--- src/rtl/key_switch_io.sv ---
// key_switch_io
//   Memory-mapped responder for the board keys and switches. KEY[3:0]
//   (active-low) and SW[9:0] are synchronized and debounced per group.
//   Each accepted change sets a sticky ready flag, a second change before
//   that flag is cleared sets overrun, and an interrupt request is raised
//   when ready and interrupt-enable are both set.
//
//   Register map, as byte offsets from BASE; ADDR[0] is ignored:
//     0x0 KDATA  {12'b0, kdeb}                        read-only
//     0x2 SDATA  {6'b0, sdeb}                         read-only
//     0x4 KCTRL  {11'b0, kie, 1'b0, kovr, 1'b0, krdy}
//     0x6 SCTRL  {11'b0, sie, 1'b0, sovr, 1'b0, srdy}
//   A load from a DATA register clears that group's ready flag.
//   A store to a CTRL register sets ie from DIN[4], and clears ovr when DIN[2]=0.
//
// Ports
//   i_clk      system clock
//   i_reset    synchronous active-high reset
//   i_addr     data-bus byte address
//   i_re       read strobe, one cycle per load
//   i_we       write strobe
//   i_din      store data
//   o_dout     read data, combinational, 0 when not selected
//   o_sel      address falls inside BASE..BASE+7, combinational
//   i_key      raw keys, active-low, asynchronous
//   i_sw       raw switches, asynchronous
//   o_irq      registered interrupt request

// Synchronizer plus stability qualifier for one input group.
module key_switch_io_deb #(
   parameter int W          = 4,
   parameter int DEB_CYCLES = 500000,
   parameter int CBITS      = 19
) (
   input  logic         i_clk,
   input  logic         i_reset,
   input  logic [W-1:0] i_raw,
   output logic [W-1:0] o_deb,
   output logic         o_evt
);
   localparam logic [CBITS-1:0] C_TC = CBITS'(DEB_CYCLES - 1);

   logic [W-1:0]     r_sync1;
   logic [W-1:0]     r_sync2;
   logic [W-1:0]     r_cand;
   logic [W-1:0]     r_deb;
   logic [CBITS-1:0] r_cnt;
   logic             w_evt;

   // The event is combinational so that the status flags update on the same
   // edge that loads the new debounced level.
   assign w_evt = (r_sync2 == r_cand) && (r_cnt == C_TC) && (r_cand != r_deb);

   always_ff @(posedge i_clk) begin
      if (i_reset) begin
         r_sync1 <= '0;
         r_sync2 <= '0;
         r_cand  <= '0;
         r_deb   <= '0;
         r_cnt   <= '0;
      end else begin
         r_sync1 <= i_raw;
         r_sync2 <= r_sync1;
         if (r_sync2 != r_cand) begin
            r_cand <= r_sync2;
            r_cnt  <= '0;
         end else if (w_evt) begin
            r_deb <= r_cand;
         end else if (r_cnt != C_TC) begin
            r_cnt <= r_cnt + 1'b1;
         end
      end
   end

   assign o_deb = r_deb;
   assign o_evt = w_evt;
endmodule

// Sticky ready / overrun / interrupt-enable flags for one input group.
module key_switch_io_stat (
   input  logic i_clk,
   input  logic i_reset,
   input  logic i_evt,
   input  logic i_rd_clr,
   input  logic i_wr_ctrl,
   input  logic i_din_ie,
   input  logic i_din_ovr,
   output logic o_rdy,
   output logic o_ovr,
   output logic o_ie
);
   logic r_rdy;
   logic r_ovr;
   logic r_ie;

   always_ff @(posedge i_clk) begin
      if (i_reset) begin
         r_rdy <= 1'b0;
         r_ovr <= 1'b0;
         r_ie  <= 1'b0;
      end else begin
         // A new event outranks the clearing read.
         if (i_evt)
            r_rdy <= 1'b1;
         else if (i_rd_clr)
            r_rdy <= 1'b0;

         // Setting overrun outranks a CTRL store that would clear it.
         if (i_evt && r_rdy && !i_rd_clr)
            r_ovr <= 1'b1;
         else if (i_wr_ctrl && !i_din_ovr)
            r_ovr <= 1'b0;

         if (i_wr_ctrl)
            r_ie <= i_din_ie;
      end
   end

   assign o_rdy = r_rdy;
   assign o_ovr = r_ovr;
   assign o_ie  = r_ie;
endmodule

module key_switch_io #(
   parameter logic [15:0] BASE       = 16'hFFF0,
   parameter int          DEB_CYCLES = 500000,
   parameter int          CBITS      = 19
) (
   input  logic        i_clk,
   input  logic        i_reset,
   input  logic [15:0] i_addr,
   input  logic        i_re,
   input  logic        i_we,
   input  logic [15:0] i_din,
   output logic [15:0] o_dout,
   output logic        o_sel,
   input  logic [3:0]  i_key,
   input  logic [9:0]  i_sw,
   output logic        o_irq
);
   logic [1:0]  w_off;
   logic        w_sel;
   logic        w_rd_k;
   logic        w_rd_s;
   logic        w_wr_k;
   logic        w_wr_s;
   logic [3:0]  w_kdeb;
   logic [9:0]  w_sdeb;
   logic        w_kevt;
   logic        w_sevt;
   logic        w_krdy;
   logic        w_kovr;
   logic        w_kie;
   logic        w_srdy;
   logic        w_sovr;
   logic        w_sie;
   logic [15:0] w_dout;
   logic        r_irq;
   logic        w_unused;

   assign w_sel = (i_addr[15:3] == BASE[15:3]);
   assign w_off = i_addr[2:1];

   assign w_rd_k = i_re & w_sel & (w_off == 2'd0);
   assign w_rd_s = i_re & w_sel & (w_off == 2'd1);
   assign w_wr_k = i_we & w_sel & (w_off == 2'd2);
   assign w_wr_s = i_we & w_sel & (w_off == 2'd3);

   // Keys are inverted ahead of the synchronizer so both groups idle at 0
   // and the debounced key value reads 1 for a pressed key.
   key_switch_io_deb #(.W(4), .DEB_CYCLES(DEB_CYCLES), .CBITS(CBITS)) u_kdeb (
      .i_clk   (i_clk),
      .i_reset (i_reset),
      .i_raw   (~i_key),
      .o_deb   (w_kdeb),
      .o_evt   (w_kevt)
   );

   key_switch_io_deb #(.W(10), .DEB_CYCLES(DEB_CYCLES), .CBITS(CBITS)) u_sdeb (
      .i_clk   (i_clk),
      .i_reset (i_reset),
      .i_raw   (i_sw),
      .o_deb   (w_sdeb),
      .o_evt   (w_sevt)
   );

   key_switch_io_stat u_kstat (
      .i_clk     (i_clk),
      .i_reset   (i_reset),
      .i_evt     (w_kevt),
      .i_rd_clr  (w_rd_k),
      .i_wr_ctrl (w_wr_k),
      .i_din_ie  (i_din[4]),
      .i_din_ovr (i_din[2]),
      .o_rdy     (w_krdy),
      .o_ovr     (w_kovr),
      .o_ie      (w_kie)
   );

   key_switch_io_stat u_sstat (
      .i_clk     (i_clk),
      .i_reset   (i_reset),
      .i_evt     (w_sevt),
      .i_rd_clr  (w_rd_s),
      .i_wr_ctrl (w_wr_s),
      .i_din_ie  (i_din[4]),
      .i_din_ovr (i_din[2]),
      .o_rdy     (w_srdy),
      .o_ovr     (w_sovr),
      .o_ie      (w_sie)
   );

   always_comb begin
      w_dout = 16'h0000;
      if (w_sel) begin
         case (w_off)
            2'd0:    w_dout = {12'b0, w_kdeb};
            2'd1:    w_dout = {6'b0, w_sdeb};
            2'd2:    w_dout = {11'b0, w_kie, 1'b0, w_kovr, 1'b0, w_krdy};
            default: w_dout = {11'b0, w_sie, 1'b0, w_sovr, 1'b0, w_srdy};
         endcase
      end
   end

   always_ff @(posedge i_clk) begin
      if (i_reset)
         r_irq <= 1'b0;
      else
         r_irq <= (w_krdy & w_kie) | (w_srdy & w_sie);
   end

   // Address bit 0 and the store-data bits outside the CTRL fields have no function.
   assign w_unused = ^{i_addr[0], i_din[15:5], i_din[3], i_din[1:0]};

   assign o_dout = w_dout;
   assign o_sel  = w_sel;
   assign o_irq  = r_irq;
endmodule

--- config.mk ---
export PLATFORM = sky130hd
export DESIGN_NAME = key_switch_io
export DESIGN_NICKNAME = d
export VERILOG_FILES = /design/src/rtl/key_switch_io.sv
export SDC_FILE = /design/constraint.sdc
export NUM_CORES = 1
export LEC_CHECK = 0
export ABC_AREA = 1
export BUFFER_PORTS_ARGS = -buffer_cell sky130_fd_sc_hd__buf_2
export CAP_MARGIN = 20
export CORE_UTILIZATION = 50
export CTS_BUF_LIST = sky130_fd_sc_hd__clkbuf_16
export CTS_CLUSTER_DIAMETER = 30
export DETAILED_ROUTE_END_ITERATION = 6
export PLACE_DENSITY_LB_ADDON = 0.05
export SLEW_MARGIN = 10
export SYNTH_ARGS = -nofsm -noshare
export SYNTH_HDL_FRONTEND = slang
export SYNTH_HIERARCHICAL = 1
export SYNTH_SLANG_ARGS = --single-unit
export TNS_END_PERCENT = 5
--- constraint.sdc ---
create_clock -name i_clk -period 2.39 [get_ports i_clk]
set_input_delay 0.1195 -clock i_clk [delete_from_list [all_inputs] [get_ports i_clk]]
set_output_delay 0.1195 -clock i_clk [all_outputs]
set_load 0.02 [all_outputs]
==> results of run 1 <==
-- final cells by class --
class                           instances  area [um2]
Multi-Input combinational cell        482        2280
Fill cell                             902        3697
Sequential cell                       101        2022
Tap cell                              129       161.4
Timing Repair Buffer                   64       400.4
Clock buffer                            9       225.2
Clock inverter                          7       80.08
Inverter                              134       505.5
-- metrics by stage --
stage               power (W)  area [um2]  hold slack (ns)  std cells    util
floorplan            0.001933        4911           0.1886        733       -
global placement     0.001987        5229           0.3172        896  0.5579
detailed placement   0.001992        5229           0.3267        896  0.5579
CTS                  0.003509        5674          0.01915        926  0.6055
global route         0.003612        5674          0.04045        926  0.6055
finish               0.003464        5674          0.02882        926  0.6055
-- routing by layer --
layer / track usage / vias to the layer above
li1: - / 2335
met1: 0.2426 / 1922
met2: 0.3746 / 48
met3: 0.04716 / 10
met4: 0.06243 / 0
met5: 0 / -
-- kinds of logic after synthesis --
family / synth area share
simple gates: 0.3665
buf+inv: 0.1245
flops: 0.4133
compound gates: 0.06650
xor+xnor: 0.02327
fa+ha+maj: 0.005114
other cells: 0.0007665
-- critical path: stages, from the launching register on --
cell and delay [ns]:
dfxtp_1 0.39, ha_1 0.24, nand2_2 0.10, nor2_4 0.13, inv_2 0.04, nor2_1 0.09
nand2_1 0.08, nor2_4 0.31, inv_2 0.13, a21oi_1 0.16, nor2_1 0.06
-- registers in the layout (all words and copies together) (netlist names), 4 cells and up --
signal	count
u_kdeb/r_cand	4
u_sdeb/r_cand	10
u_kdeb/r_sync1	4
u_kdeb/o_deb	4
u_kdeb/r_cnt	19
u_sdeb/o_deb	10
u_sdeb/r_sync2	10
u_sdeb/r_sync1	10
u_sdeb/r_cnt	19
u_kdeb/r_sync2	4
-- power breakdown --
part	switching [W]	internal, W	leakage (nW)
sequential	0.0000174	0.00171	0.821
combinational	0.000143	0.0000948	1.51
clock	0.000668	0.000827	0.148
total	0.000828	0.00264	2.48
-- worst min-delay path by stage --
stage	startpoint	to	slack [ns]	cells after the start
global placement	i_sw[4]	u_sdeb/r_sync1[4]	0.32	3
CTS	i_din[4]	u_kstat/o_ie	0.02	3
finish	i_din[4]	u_sstat/o_ie	0.03	3
detailed placement	i_sw[5]	u_sdeb/r_sync1[5]	0.33	3
floorplan	i_reset	o_irq	0.19	1
global route	i_reset	u_sstat/o_ie	0.04	2
-- cells in the final DEF (no fill, tap or decap), types with 4 or more instances in the layout --
cell	n
buf_2	46
dlygate4sd3_1	14
dfxtp_1	101
inv_2	12
xnor2_1	8
inv_1	117
o21ai_0	9
nand3_1	30
nand2_1	173
clkinv_1	4
nor2_1	132
o21ai_1	10
clkbuf_16	9
buf_4	4
a21oi_1	38
nor2_2	5
nand4_1	21
nor3_1	12
conb_1	6
xor2_1	5
-- timing repair --
action	CTS	global route
gates resized for setup	0	0
buffers inserted	0	0
endpoints found under the setup margin	0	0
hold buffers	14	0
endpoints found under the hold margin	14	0
==> metrics.cfg, run 1 <==
[status]
status = finished clean

[route]
wl_met3_um = 261
vias_per_cell = 4.660
wl_per_cell_um = 10.20
drc = 0
ant_nets = 0
wl_met2_mm = 4.494
routed_wl_mm = 9.444
highest_layer = met4
drtIter0Drc = 136
wl_met1_mm = 4.570
num_vias = 4315
firstDrtPassIters = 4

[timing]
rsz0062_at_grt = false
slew_violations = 0
setup_tns_ns = 0
finalCriticalPeriod_ns = 1.814
fin_worst_skew_ns = 0.006007
finalHoldViolations = 0
final.period_utilization = 0.7588
setup_viol = 0
worst_slack_ns = 0.5764
max_freq_mhz = 551.4

[layout]
antenna_cells = 0
nets = 844
drive_above_1_share = 0.1317
areaGrowthSynthToFinish_pct = 15.98

[placement]
preCtsSetupSlack_ns = 0.5866
portBuffers = 46
place.gp.congestion = 0.8024
dp_hpwl_mm = 6.905

[worst_setup_path]
r2r_start = u_sdeb/r_cnt[0]
reg2reg_to = u_sdeb/r_cnt[2]
rrSetupSlack_ns = 0.58
crit_start = u_sdeb/r_cnt[0]
setup.worst_path.end = u_sdeb/r_cnt[2]
cp.arrival_ns = 2.06
critPathLaunchType = flop
required_ns = 2.63
endpoint_kind = flop
path_class = reg -> reg
reg2reg_depth = 10
cp_max_fo = 15

[floorplanning]
dieArea_um2 = 10180
die_width_um = 100.9
rows = 35
die_h_um = 100.9
coreArea_um2 = 9371
pin_count = 68
initial_core_util = 0.5220

[cts]
cts-root-buf = clkbuf_16
cts.clk_slew.worst_paths_ns = 0.07
cts_max_level = 3
clock_latency_ns = 0.35
cts.path.max_buffers = 2
cts_tree = yes
cts_made_buffers = 9
cts.sinks = 101

[synthesis]
synthArstFlopShare = 0
yosysWarnings = 6
synth-edff-count = 0
synth_commonest_cells = nand2_1, nor2_1, inv_1
synth_top_cell_area_share = 0.4133
ys.flop_type = dfxtp_1
ys_seq_elements = 101
ys_seq_area_frac = 0.4133
synth_area_leader_cell = dfxtp_1
synth_area_leaders = dfxtp_1, nand2_1, nor2_1
ys_types = 39
synth_cells = 728
synth.cell_area_um2 = 4892
synth_most_common_cell = nand2_1
synth.avg_cell_area_um2 = 6.720

[power_and_ir_drop]
p_leak_nw = 2.477
ir_drop_uv = 448.1
p_per_area_nw_per_um2 = 610.5

[job]
cap_violations = 0

[global_routing]
overflow = 0
grt_pass1_wl_mm = 16.93
grt_use_total = 0.2070
grt_max_degree = 30
grt_pass1_vias = 4078
antenna_found_initial = 0

[min_path]
hold_class = in -> reg

Note: power is estimated with default switching activity, not from simulation.
==> inputs of run 2 (changes only) <==
Settings changed: ABC_AREA 1 to 0.
Clock period 2.39 ns to 1.6 ns, I/O delays scaled along.
==> run 2 against run 1 <==
The flow now finishes with violations (DRC, setup timing). Largest cell class unchanged. Fmax up 3.9%. Die area down 6.4%. Sequential power up 50%. Clock-buffer cell count unchanged. Power up 54%. Combinational power up 80%. Global-route usage up 1.7 points. Sequential share of layout area down 1.5 points. Hold slack worse by 0.0037 ns.
==> metrics.cfg, run 2 <==
[status]
violations = DRC, setup timing
status = complete, but fails checks

[synthesis]
synth.avg_cell_area_um2 = 9.651  ; +44%
synth_most_common_cell = dfxtp_1
ys_types = 59  ; +51%
synthArstFlopShare = 0  ; unchanged
ys.flop_type = dfxtp_1
ys_seq_area_frac = 0.4420  ; +0.02871
ys_seq_elements = 101  ; unchanged
synth-edff-count = 0  ; unchanged
synth_cells = 474  ; -35%
synth.cell_area_um2 = 4574  ; -6.5%
synth_commonest_cells = dfxtp_1, nor2b_1, xor2_1
synth_top_cell_area_share = 0.4420  ; +0.02871
synth_area_leaders = dfxtp_1, xor2_1, nor2b_1
yosysWarnings = 6  ; unchanged
synth_area_leader_cell = dfxtp_1

[min_path]
hp-start = i_din[2]
hold_class = in -> reg

[floorplanning]
initial_core_util = 0.5195  ; -0.002564
die_h_um = 97.65  ; -3.2%
coreArea_um2 = 8806  ; -6.0%
die_width_um = 97.65  ; -3.2%
dieArea_um2 = 9536  ; -6.4%
pin_count = 68  ; unchanged
rows = 34  ; -2.9%

[cts]
cts_made_buffers = 9  ; unchanged
cts_max_level = 3  ; unchanged
cts.clk_slew.worst_paths_ns = 0.08  ; about the same
cts.sinks = 101  ; unchanged
clock_latency_ns = 0.34  ; about the same
cts_tree = yes
cts.path.max_buffers = 2  ; unchanged
cts-root-buf = clkbuf_16

[layout]
drive_above_1_share = 0.3322  ; +0.2005
final_cell_area_um2 = 5992  ; +5.6%
final_cell_mix = dfxtp_1, buf_4, buf_2, nor2b_1, xor2_1
mostFrequentLayoutCell = dfxtp_1
areaGrowthSynthToFinish_pct = 30.99
nets = 643  ; -24%
top_regs = u_kdeb/r_cnt: 19 flops, u_sdeb/r_cnt: 19 flops
final_util = 0.6804  ; +0.07498
antenna_cells = 0  ; unchanged

[power_and_ir_drop]
p_leak_nw = 2.378  ; -4.0%
ir_drop_uv = 655.8  ; +46%
p_per_area_nw_per_um2 = 892.7  ; +46%

[route]
firstDrtPassIters = 6  ; +2
wl_per_cell_um = 14.34  ; +41%
drtIter0Drc = 131  ; -3.7%
num_vias = 3722  ; -14%
drc = 2  ; +2
ant_nets = 0  ; unchanged
routed_wl_mm = 10.10  ; +6.9%
vias_per_cell = 5.287  ; +13%

[worst_setup_path]
crit_start = u_sdeb/r_cand[0]
critPathLaunchType = flop
cp_max_fo = 3  ; -12
path_class = reg -> reg
endpoint_kind = flop
r2r_start = u_sdeb/r_cand[0]
required_ns = 1.88  ; -0.75 ns
cp.arrival_ns = 2.03  ; -0.03 ns

[global_routing]
grt_pass1_wl_mm = 17.06  ; +0.77%
grt_pass1_vias = 3736  ; -8.4%
antenna_found_initial = 0  ; unchanged
grt_use_total = 0.2240  ; +0.01703
overflow = 0  ; unchanged
grt_max_degree = 36  ; +20%

[placement]
dpl_cell_area_um2 = 5309  ; +1.5%
dp_hpwl_mm = 7.029  ; +1.8%
preCtsSetupSlack_ns = -0.1945  ; -0.7811 ns
place.gp.congestion = 0.8581  ; +6.9%
portBuffers = 46  ; unchanged

[timing]
finalCriticalPeriod_ns = 1.746  ; -0.06768 ns
setup_tns_ns = -1.551  ; -1.551 ns
final.period_utilization = 1.091  ; +0.3324
slew_violations = 0  ; unchanged
rsz0062_at_grt = true
fin_worst_skew_ns = 0.01642  ; +0.01041 ns
max_freq_mhz = 572.8  ; +3.9%
worst_slack_ns = -0.1459  ; -0.7223 ns
finalHoldViolations = 0  ; unchanged
setup_viol = 19  ; +19

[job]
cap_violations = 0  ; unchanged

==> run 2: layout make-up <==
type | count | area (um2)
clock inverters | 7 | 102.6
repair buffers | 128 | 905.9
clock buffers | 9 | 225.2
well taps | 108 | 135.1
inverters | 9 | 33.78
multi-input cells | 342 | 2546
fillers | 697 | 2814
flip-flops and latches | 101 | 2043
==> run 2: metrics by stage <==
stage / hold WS [ns] / cells / power (W)
after floorplan: 0.1491 / 479 / 0.002872
after global placement: 0.2875 / 671 / 0.003004
after detailed placement: 0.2959 / 671 / 0.003014
after CTS: 0.005991 / 704 / 0.005411
after global routing: 0.02249 / 704 / 0.005575
final: 0.02509 / 704 / 0.005349
==> run 2: cell families after synthesis <==
family / after synthesis / share of synthesized area
AND/OR/NAND/NOR: 219 / 0.3053
flip-flops: 101 / 0.4420
AO/OA/AOI/OAI: 53 / 0.07276
XOR/XNOR: 49 / 0.09382
buffers and inverters: 36 / 0.04513
multiplexers: 13 / 0.03474
adder cells (fa/ha/maj): 2 / 0.005470
other: 1 / 0.0008198
==> run 2: final timing paths <==
kind	to	slack (ns)	cells past startpoint
worst max-delay path	u_sstat/o_rdy	-0.15	7
worst min-delay path	u_kstat/o_ovr	0.03	3
worst max register to register	u_sstat/o_rdy	-0.15	7
worst min register to register	u_sdeb/r_sync2[3]	0.44	1
==> run 2: layer usage <==
metal	track usage	vias to the layer above	routed length, um
met1	0.2670	1753	4516
met3	0.04173	13	271
met5	0	-	0
met2	0.3950	70	5109
met4	0.09207	0	198
li1	-	1886	-
==> run 2: where the power goes <==
part	leakage (nW)	internal [W]	switching, W	total (W)
clock	0.160	0.00127	0.00106	0.00233
sequential	0.829	0.00256	0.0000276	0.00259
combinational	1.39	0.000206	0.000222	0.000428
total	2.38	0.00404	0.00131	0.00535
==> run 2: worst max-delay path: stages, from the launching register on <==
cell and delay (ns):
dfxtp_2 0.33, xor2_1 0.16, nor4_2 0.34, nand4_1 0.21, nor4_2 0.26, inv_1 0.13, buf_4 0.16, a21oi_2 0.09
==> run 2: repair_timing <==
action,CTS,global route
resized for setup,23,24
buffers inserted,2,0
endpoints found under the hold margin,16,0
hold buffers,15,0
pin swaps,9,3
endpoints found under the setup margin,40,50
